`src/rtl/cal_pkg.sv`:
```
// rtl/cal_pkg.sv - calendar types, constants and month-length helpers shared by date and draw stages
package cal_pkg;

    localparam int YEAR_W = 7;

    typedef enum logic [2:0] {MON, TUE, WED, THU, FRI, SAT, SUN} wday_e;

    // 2000-01-01 was a Saturday
    localparam wday_e EPOCH_WDAY = SAT;

    // Exact for 2000..2099: 2000 is a leap year and 2100 is out of range
    function automatic logic is_leap(input logic [YEAR_W-1:0] year);
        return year[1:0] == 2'b00;
    endfunction

    function automatic logic [4:0] month_days(input logic [3:0] month, input logic [YEAR_W-1:0] year);
        case (month)
            4'd2:                     month_days = is_leap(year) ? 5'd29 : 5'd28;
            4'd4, 4'd6, 4'd9, 4'd11:  month_days = 5'd30;
            default:                  month_days = 5'd31;
        endcase
    endfunction

    function automatic logic [2:0] wday_add(input logic [2:0] a, input logic [2:0] b);
        logic [3:0] s;
        s = {1'b0, a} + {1'b0, b};
        return (s >= 4'd7) ? 3'(s - 4'd7) : s[2:0];
    endfunction

endpackage

```
`src/rtl/wday_calc.sv`:
```
// rtl/wday_calc.sv - walks from the epoch one year, then one month, per cycle to find the weekday of the 1st
module wday_calc
    import cal_pkg::*;
(
    input  logic              clk,
    input  logic              rst,
    input  logic              start,
    input  logic [YEAR_W-1:0] year,
    input  logic [3:0]        month,
    output logic              busy,
    output logic              done,
    output logic [2:0]        first_wday
);

    typedef enum logic [1:0] {IDLE, YEAR_WALK, MONTH_WALK, COMMIT} state_e;

    state_e            state, state_nxt;
    logic [YEAR_W-1:0] y_tgt, y_idx;
    logic [3:0]        m_tgt, m_idx;
    logic [2:0]        acc;

    always_comb begin
        state_nxt = state;
        case (state)
            IDLE: begin
                if (start) begin
                    if (year != '0)          state_nxt = YEAR_WALK;
                    else if (month > 4'd1)   state_nxt = MONTH_WALK;
                    else                     state_nxt = COMMIT;
                end
            end
            YEAR_WALK: begin
                if (y_idx == y_tgt - YEAR_W'(1))
                    state_nxt = (m_tgt > 4'd1) ? MONTH_WALK : COMMIT;
            end
            MONTH_WALK: begin
                if (m_idx == m_tgt - 4'd1) state_nxt = COMMIT;
            end
            COMMIT:  state_nxt = IDLE;
            default: state_nxt = IDLE;
        endcase
    end

    always_ff @(posedge clk or posedge rst) begin
        if (rst) begin
            state <= IDLE;
            acc   <= EPOCH_WDAY;
            y_tgt <= '0;
            y_idx <= '0;
            m_tgt <= 4'd1;
            m_idx <= 4'd1;
        end else begin
            state <= state_nxt;
            case (state)
                IDLE: begin
                    if (start) begin
                        acc   <= EPOCH_WDAY;
                        y_tgt <= year;
                        m_tgt <= month;
                        y_idx <= '0;
                        m_idx <= 4'd1;
                    end
                end
                YEAR_WALK: begin
                    acc   <= wday_add(acc, is_leap(y_idx) ? 3'd2 : 3'd1);
                    y_idx <= y_idx + YEAR_W'(1);
                end
                MONTH_WALK: begin
                    acc   <= wday_add(acc, 3'(month_days(m_idx, y_tgt) % 5'd7));
                    m_idx <= m_idx + 4'd1;
                end
                default: ;
            endcase
        end
    end

    assign busy       = (state != IDLE);
    assign done       = (state == COMMIT);
    assign first_wday = acc;

endmodule

```
`src/rtl/date_keeper.sv`:
```
// rtl/date_keeper.sv - current calendar date with midnight advance and validated, walked set-date loading
module date_keeper #(
    parameter int BASE_YEAR = 2000,
    parameter int YEAR_W    = cal_pkg::YEAR_W,
    parameter int RST_DAY   = 1,
    parameter int RST_MONTH = 1,
    parameter int RST_YEAR  = 0
) (
    input  logic              clk_i,
    input  logic              rst_i,
    input  logic              day_tick_i,
    input  logic              set_i,
    input  logic [4:0]        set_day_i,
    input  logic [3:0]        set_month_i,
    input  logic [YEAR_W-1:0] set_year_i,
    output logic [4:0]        day_o,
    output logic [3:0]        month_o,
    output logic [YEAR_W-1:0] year_o,
    output logic [2:0]        wday_o,
    output logic [2:0]        first_wday_o,
    output logic [4:0]        mdays_o,
    output logic              busy_o,
    output logic              err_o
);
    import cal_pkg::*;

    // Highest year code whose leap rule is still exact (2099)
    localparam logic [YEAR_W-1:0] LAST_CODE = YEAR_W'(2099 - BASE_YEAR);

    logic [4:0]        req_day;
    logic [3:0]        req_month;
    logic [YEAR_W-1:0] req_year;
    logic              pending;
    logic              set_ok, accept, tick_now;
    logic              walk_busy, walk_done;
    logic [2:0]        walk_first;

    assign mdays_o = month_days(month_o, year_o);
    assign busy_o  = walk_busy;

    always_comb begin
        set_ok = (set_month_i != 4'd0) && (set_month_i <= 4'd12) &&
                 (set_year_i <= LAST_CODE) && (set_day_i != 5'd0) &&
                 (set_day_i <= month_days(set_month_i, set_year_i));
    end

    assign accept   = set_i & ~walk_busy & set_ok;
    // A tick held back by a set is replayed once the walker is idle again
    assign tick_now = (day_tick_i | pending) & ~walk_busy & ~accept;

    wday_calc u_wday_calc (
        .clk        (clk_i),
        .rst        (rst_i),
        .start      (accept),
        .year       (set_year_i),
        .month      (set_month_i),
        .busy       (walk_busy),
        .done       (walk_done),
        .first_wday (walk_first)
    );

    always_ff @(posedge clk_i or posedge rst_i) begin
        if (rst_i) begin
            day_o        <= 5'(RST_DAY);
            month_o      <= 4'(RST_MONTH);
            year_o       <= YEAR_W'(RST_YEAR);
            wday_o       <= EPOCH_WDAY;
            first_wday_o <= EPOCH_WDAY;
            req_day      <= 5'(RST_DAY);
            req_month    <= 4'(RST_MONTH);
            req_year     <= YEAR_W'(RST_YEAR);
            pending      <= 1'b0;
            err_o        <= 1'b0;
        end else begin
            err_o <= set_i & ~walk_busy & ~set_ok;

            if (walk_busy)   pending <= pending | day_tick_i;
            else if (accept) pending <= pending | day_tick_i;
            else             pending <= 1'b0;

            if (accept) begin
                req_day   <= set_day_i;
                req_month <= set_month_i;
                req_year  <= set_year_i;
            end

            if (walk_done) begin
                day_o        <= req_day;
                month_o      <= req_month;
                year_o       <= req_year;
                first_wday_o <= walk_first;
                wday_o       <= wday_add(walk_first, 3'((req_day - 5'd1) % 5'd7));
            end else if (tick_now) begin
                wday_o <= wday_add(wday_o, 3'd1);
                if (day_o < mdays_o) begin
                    day_o <= day_o + 5'd1;
                end else begin
                    day_o        <= 5'd1;
                    first_wday_o <= wday_add(wday_o, 3'd1);
                    if (month_o < 4'd12) begin
                        month_o <= month_o + 4'd1;
                    end else begin
                        month_o <= 4'd1;
                        year_o  <= (year_o == LAST_CODE) ? '0 : year_o + YEAR_W'(1);
                    end
                end
            end
        end
    end

endmodule

```
`config.mk`:
```
export PLATFORM = sky130hd
export DESIGN_NAME = date_keeper
export DESIGN_NICKNAME = d
export VERILOG_FILES = /design/src/rtl/cal_pkg.sv /design/src/rtl/wday_calc.sv /design/src/rtl/date_keeper.sv
export SDC_FILE = /design/constraint.sdc
export NUM_CORES = 1
export LEC_CHECK = 0
export BUFFER_PORTS_ARGS = -buffer_cell sky130_fd_sc_hd__buf_2
export CELL_PAD_IN_SITES_DETAIL_PLACEMENT = 0
export CELL_PAD_IN_SITES_GLOBAL_PLACEMENT = 1
export CORE_MARGIN = 2
export CORE_UTILIZATION = 48
export CTS_BUF_LIST = sky130_fd_sc_hd__clkbuf_8
export CTS_CLUSTER_DIAMETER = 120
export DETAILED_ROUTE_END_ITERATION = 12
export PLACE_DENSITY = 0.92
export SETUP_SLACK_MARGIN = 0.02
export SLEW_MARGIN = 20
export SYNTH_ARGS = -nofsm -noshare
export SYNTH_HDL_FRONTEND = slang
export SYNTH_SLANG_ARGS = --single-unit
```
`constraint.sdc`:
```
create_clock -name clk_i -period 5 [get_ports clk_i]
set_input_delay 0.75 -clock clk_i [delete_from_list [all_inputs] [get_ports clk_i]]
set_output_delay 0.75 -clock clk_i [all_outputs]
set_load 0.05 [all_outputs]
```
==> flow_metrics.env <==
export IMPL_clkSinkCount=67
export IMPL_drt_first_pass_iters=5
export IMPL_grt_util_all_layers=0.217
export IMPL_hold_viol_final=0
export IMPL_fmax_mhz=214
export IMPL_wl_per_cell_um=16.3
export IMPL_start_util=0.492
export IMPL_grt_pass1_wl_mm=19.7
export IMPL_worst_slew_pin_slew_ps=859
export IMPL_die_area_um2=11400
export IMPL_area_growth_pct=10.5
export IMPL_synth_edff_count=0
export IMPL_insertion_delay_ps=360
export IMPL_wl_mm=12.0
export IMPL_crit_required_ps=5240
export IMPL_yosysSeqAreaShare=0.335
export IMPL_synth_cell_types=70
export IMPL_whs_ps=506
export IMPL_cp_end_kind="register"
export IMPL_antenna_found_initial=0
export IMPL_critPathKind="reg -> reg"
export IMPL_reg2reg_slack_ps=330
export IMPL_grt_busiest_layer="met2"
export IMPL_setup_tns_final_ps=0
export IMPL_vias=4335
export IMPL_htree_num_levels=3
export IMPL_port_buffers=45
export IMPL_clkTransAtPathRegs_ps=90
export IMPL_nNetsFinal=660
export IMPL_slew_viol_final=0
export IMPL_synth_seq_cells=67
export IMPL_reg2reg_depth=20
export IMPL_hold_buffers=0
export IMPL_rsz0062_at_grt="false"
export IMPL_rr_startpoint="req_day[0]$_DFFE_PP1P_"
export IMPL_ant_nets=0
export IMPL_core_area_um2=10300
export IMPL_yosys_warnings=0
export IMPL_crit_arrival_ps=4910
export IMPL_r2r_end="wday_o[1]$_DFFE_PP0P_"
export IMPL_crit_path_end="wday_o[1]$_DFFE_PP0P_"
export IMPL_syn_instance_count=557
export IMPL_grt_overflow=0
export IMPL_gp_congestion=0.893
export IMPL_setup_viol=0
export IMPL_netlist_area_um2=5050
export IMPL_cts_buffer_depth=2
export IMPL_fillers=970
export IMPL_via_per_inst=5.88
export IMPL_die_h_um=107
export IMPL_fp_dieW_um=107
export IMPL_dpl_hpwl_mm=8.90
export IMPL_insertedDiodeCount=0
export IMPL_drive_gt1_frac=0.203
export IMPL_ioPinCount=49
export IMPL_crit_fanout=11
export IMPL_synth_ff_type="dfrtp_1"
export IMPL_row_count=37
export IMPL_cts_tree="yes"
export IMPL_grt_pass1_vias=4103
export IMPL_holdCritPathClass="in -> async"
export IMPL_clock_skew_ps=13.7
export IMPL_met1_usage=0.287
export IMPL_cap_violations=0
export IMPL_gr_usage_met3=0.0371
export IMPL_drt_iter0_markers=268
export IMPL_grt_max_degree=36
export IMPL_gr_usage_met2=0.365
export IMPL_crit_path_start_kind="register"
export IMPL_period_needed_ps=4670
export IMPL_worstSetupStartpoint="req_day[0]$_DFFE_PP1P_"
export IMPL_fin_crit_sh=0.934
export IMPL_syn_avg_cell_area_um2=9.08
export IMPL_status="finished clean"
export IMPL_slew_limit_headroom=0.423
export IMPL_synthArstFlopShare=1.00
export IMPL_numCtsBuffers=9
export IMPL_clockRootBuffer="clkbuf_8"
export IMPL_drc=0
==> routing by layer <==
metal | vias to the layer above | wire length [um]
met1 | 2109 | 5550
met2 | 94 | 5830
met5 | - | 0
met4 | 0 | 150
met3 | 16 | 459
li1 | 2116 | -
==> sequential cells by signal, indices dropped and copies added, names as in the netlist, 4 cells and up <==
name,count
u_wday_calc.y_tgt,7
year_o,7
u_wday_calc.m_tgt,4
req_day,5
u_wday_calc.y_idx,7
day_o,5
month_o,4
req_year,7
req_month,4
u_wday_calc.m_idx,4
==> worst min-delay path by stage <==
stage / from / end / slack [ps] / cells after the start
final: rst_i / u_wday_calc.y_idx[3]$_DFFE_PP0P_ / 510 / 2
after global routing: req_month[3]$_DFFE_PP0P_ / req_month[3]$_DFFE_PP0P_ / 540 / 1
after CTS: pending$_DFF_PP0_ / pending$_DFF_PP0_ / 510 / 2
after detailed placement: pending$_DFF_PP0_ / pending$_DFF_PP0_ / 490 / 2
after global placement: req_month[2]$_DFFE_PP0P_ / req_month[2]$_DFFE_PP0P_ / 470 / 2
after floorplan: pending$_DFF_PP0_ / pending$_DFF_PP0_ / 450 / 2
==> stage by stage <==
step	utilization	cells	setup slack, ps	instance area, um2
5_1_grt	0.543	737	72.7	5590
2_1_floorplan	-	559	495	5060
4_1_cts	0.543	737	310	5580
3_5_place_dp	0.523	721	327	5370
6_report	0.543	737	331	5590
3_3_place_gp	0.523	721	474	5370
==> worst max-delay path, cell delays in order, from the launching register on <==
cell      delay (ps)
dfstp_2          630
inv_1             80
ha_1             220
buf_4            170
inv_1            110
a31oi_1           90
a31oi_1          150
ha_1             230
nand2_1           80
and3_1           200
o21ai_0          210
o221ai_2         180
a211o_1          270
a22o_1           190
ha_1             210
fa_1             470
ha_1             240
a21oi_1          230
mux2i_1          230
nor2_1            60
a221o_1          280
==> synth_stat cells (4+ instances only) <==
cell       instances  area, um2
or2_2              5       31.3
and2_1             7       43.8
nand2b_1           8       50.1
mux2i_1            7       70.1
o311ai_1           5       43.8
inv_1             43        161
a21oi_1           24        120
nor2_1            41        154
xor2_1            10       87.6
mux2_2            26        293
o31ai_1            4       30.0
nor2b_1            8       50.1
a221oi_1           4       35.0
or3_1              6       37.5
a211oi_1           7       52.6
a31oi_1            9       56.3
a221o_1            6       60.1
xnor2_1           10       87.6
clkbuf_1          13       48.8
ha_1              41        513
dfrtp_1           55       1380
dfstp_2           12        315
nand3_1           22        110
a2bb2oi_1          4       35.0
buf_2              7       35.0
nand2_1           40        150
buf_4              4       30.0
o211ai_1           9       67.6
nor3_1            15       75.1
o21ai_0           32        160
==> area by class of cell <==
cell class / instances / area (um2) / share of cell area
multi-input combinational: 423 / 3080 / 0.551
sequential: 67 / 1690 / 0.303
timing repair buffer: 52 / 278 / 0.0497
tap: 136 / 170 / 0.0305
inverter: 43 / 161 / 0.0289
clock buffer: 9 / 124 / 0.0222
clock inverter: 7 / 82.6 / 0.0148
==> logic make-up after synthesis <==
logic type | Yosys count | share of synthesized area
xor gates and xnor gates | 20 | 0.0347
other | 1 | 0.000742
adders and majority gates | 44 | 0.113
AOI/OAI and AO/OA | 154 | 0.222
and+or+nand+nor | 168 | 0.161
buffers and inverters | 69 | 0.0589
DFF | 67 | 0.335
muxes | 34 | 0.0740
==> placed cells by master (no fill, tap or decap), types with 10 or more instances in the layout <==
cell type	Yosys	final
a21oi_1	24	24
mux2_2	26	26
xor2_1	10	10
nor3_1	15	15
o21ai_0	32	32
nor2_1	41	41
dfrtp_1	55	55
ha_1	41	41
dfstp_2	12	12
nand3_1	22	22
inv_1	43	42
buf_2	7	45
nand2_1	40	40
xnor2_1	10	10
==> timing repair <==
item                                    CTS  global route
buffers inserted                          0             0
endpoints found under the setup margin    0             1
resized for setup                         0             1
Power is left out: the tool's default activity adds up to more than one toggle a clock period on the data nets, which glitch-free logic cannot reach.
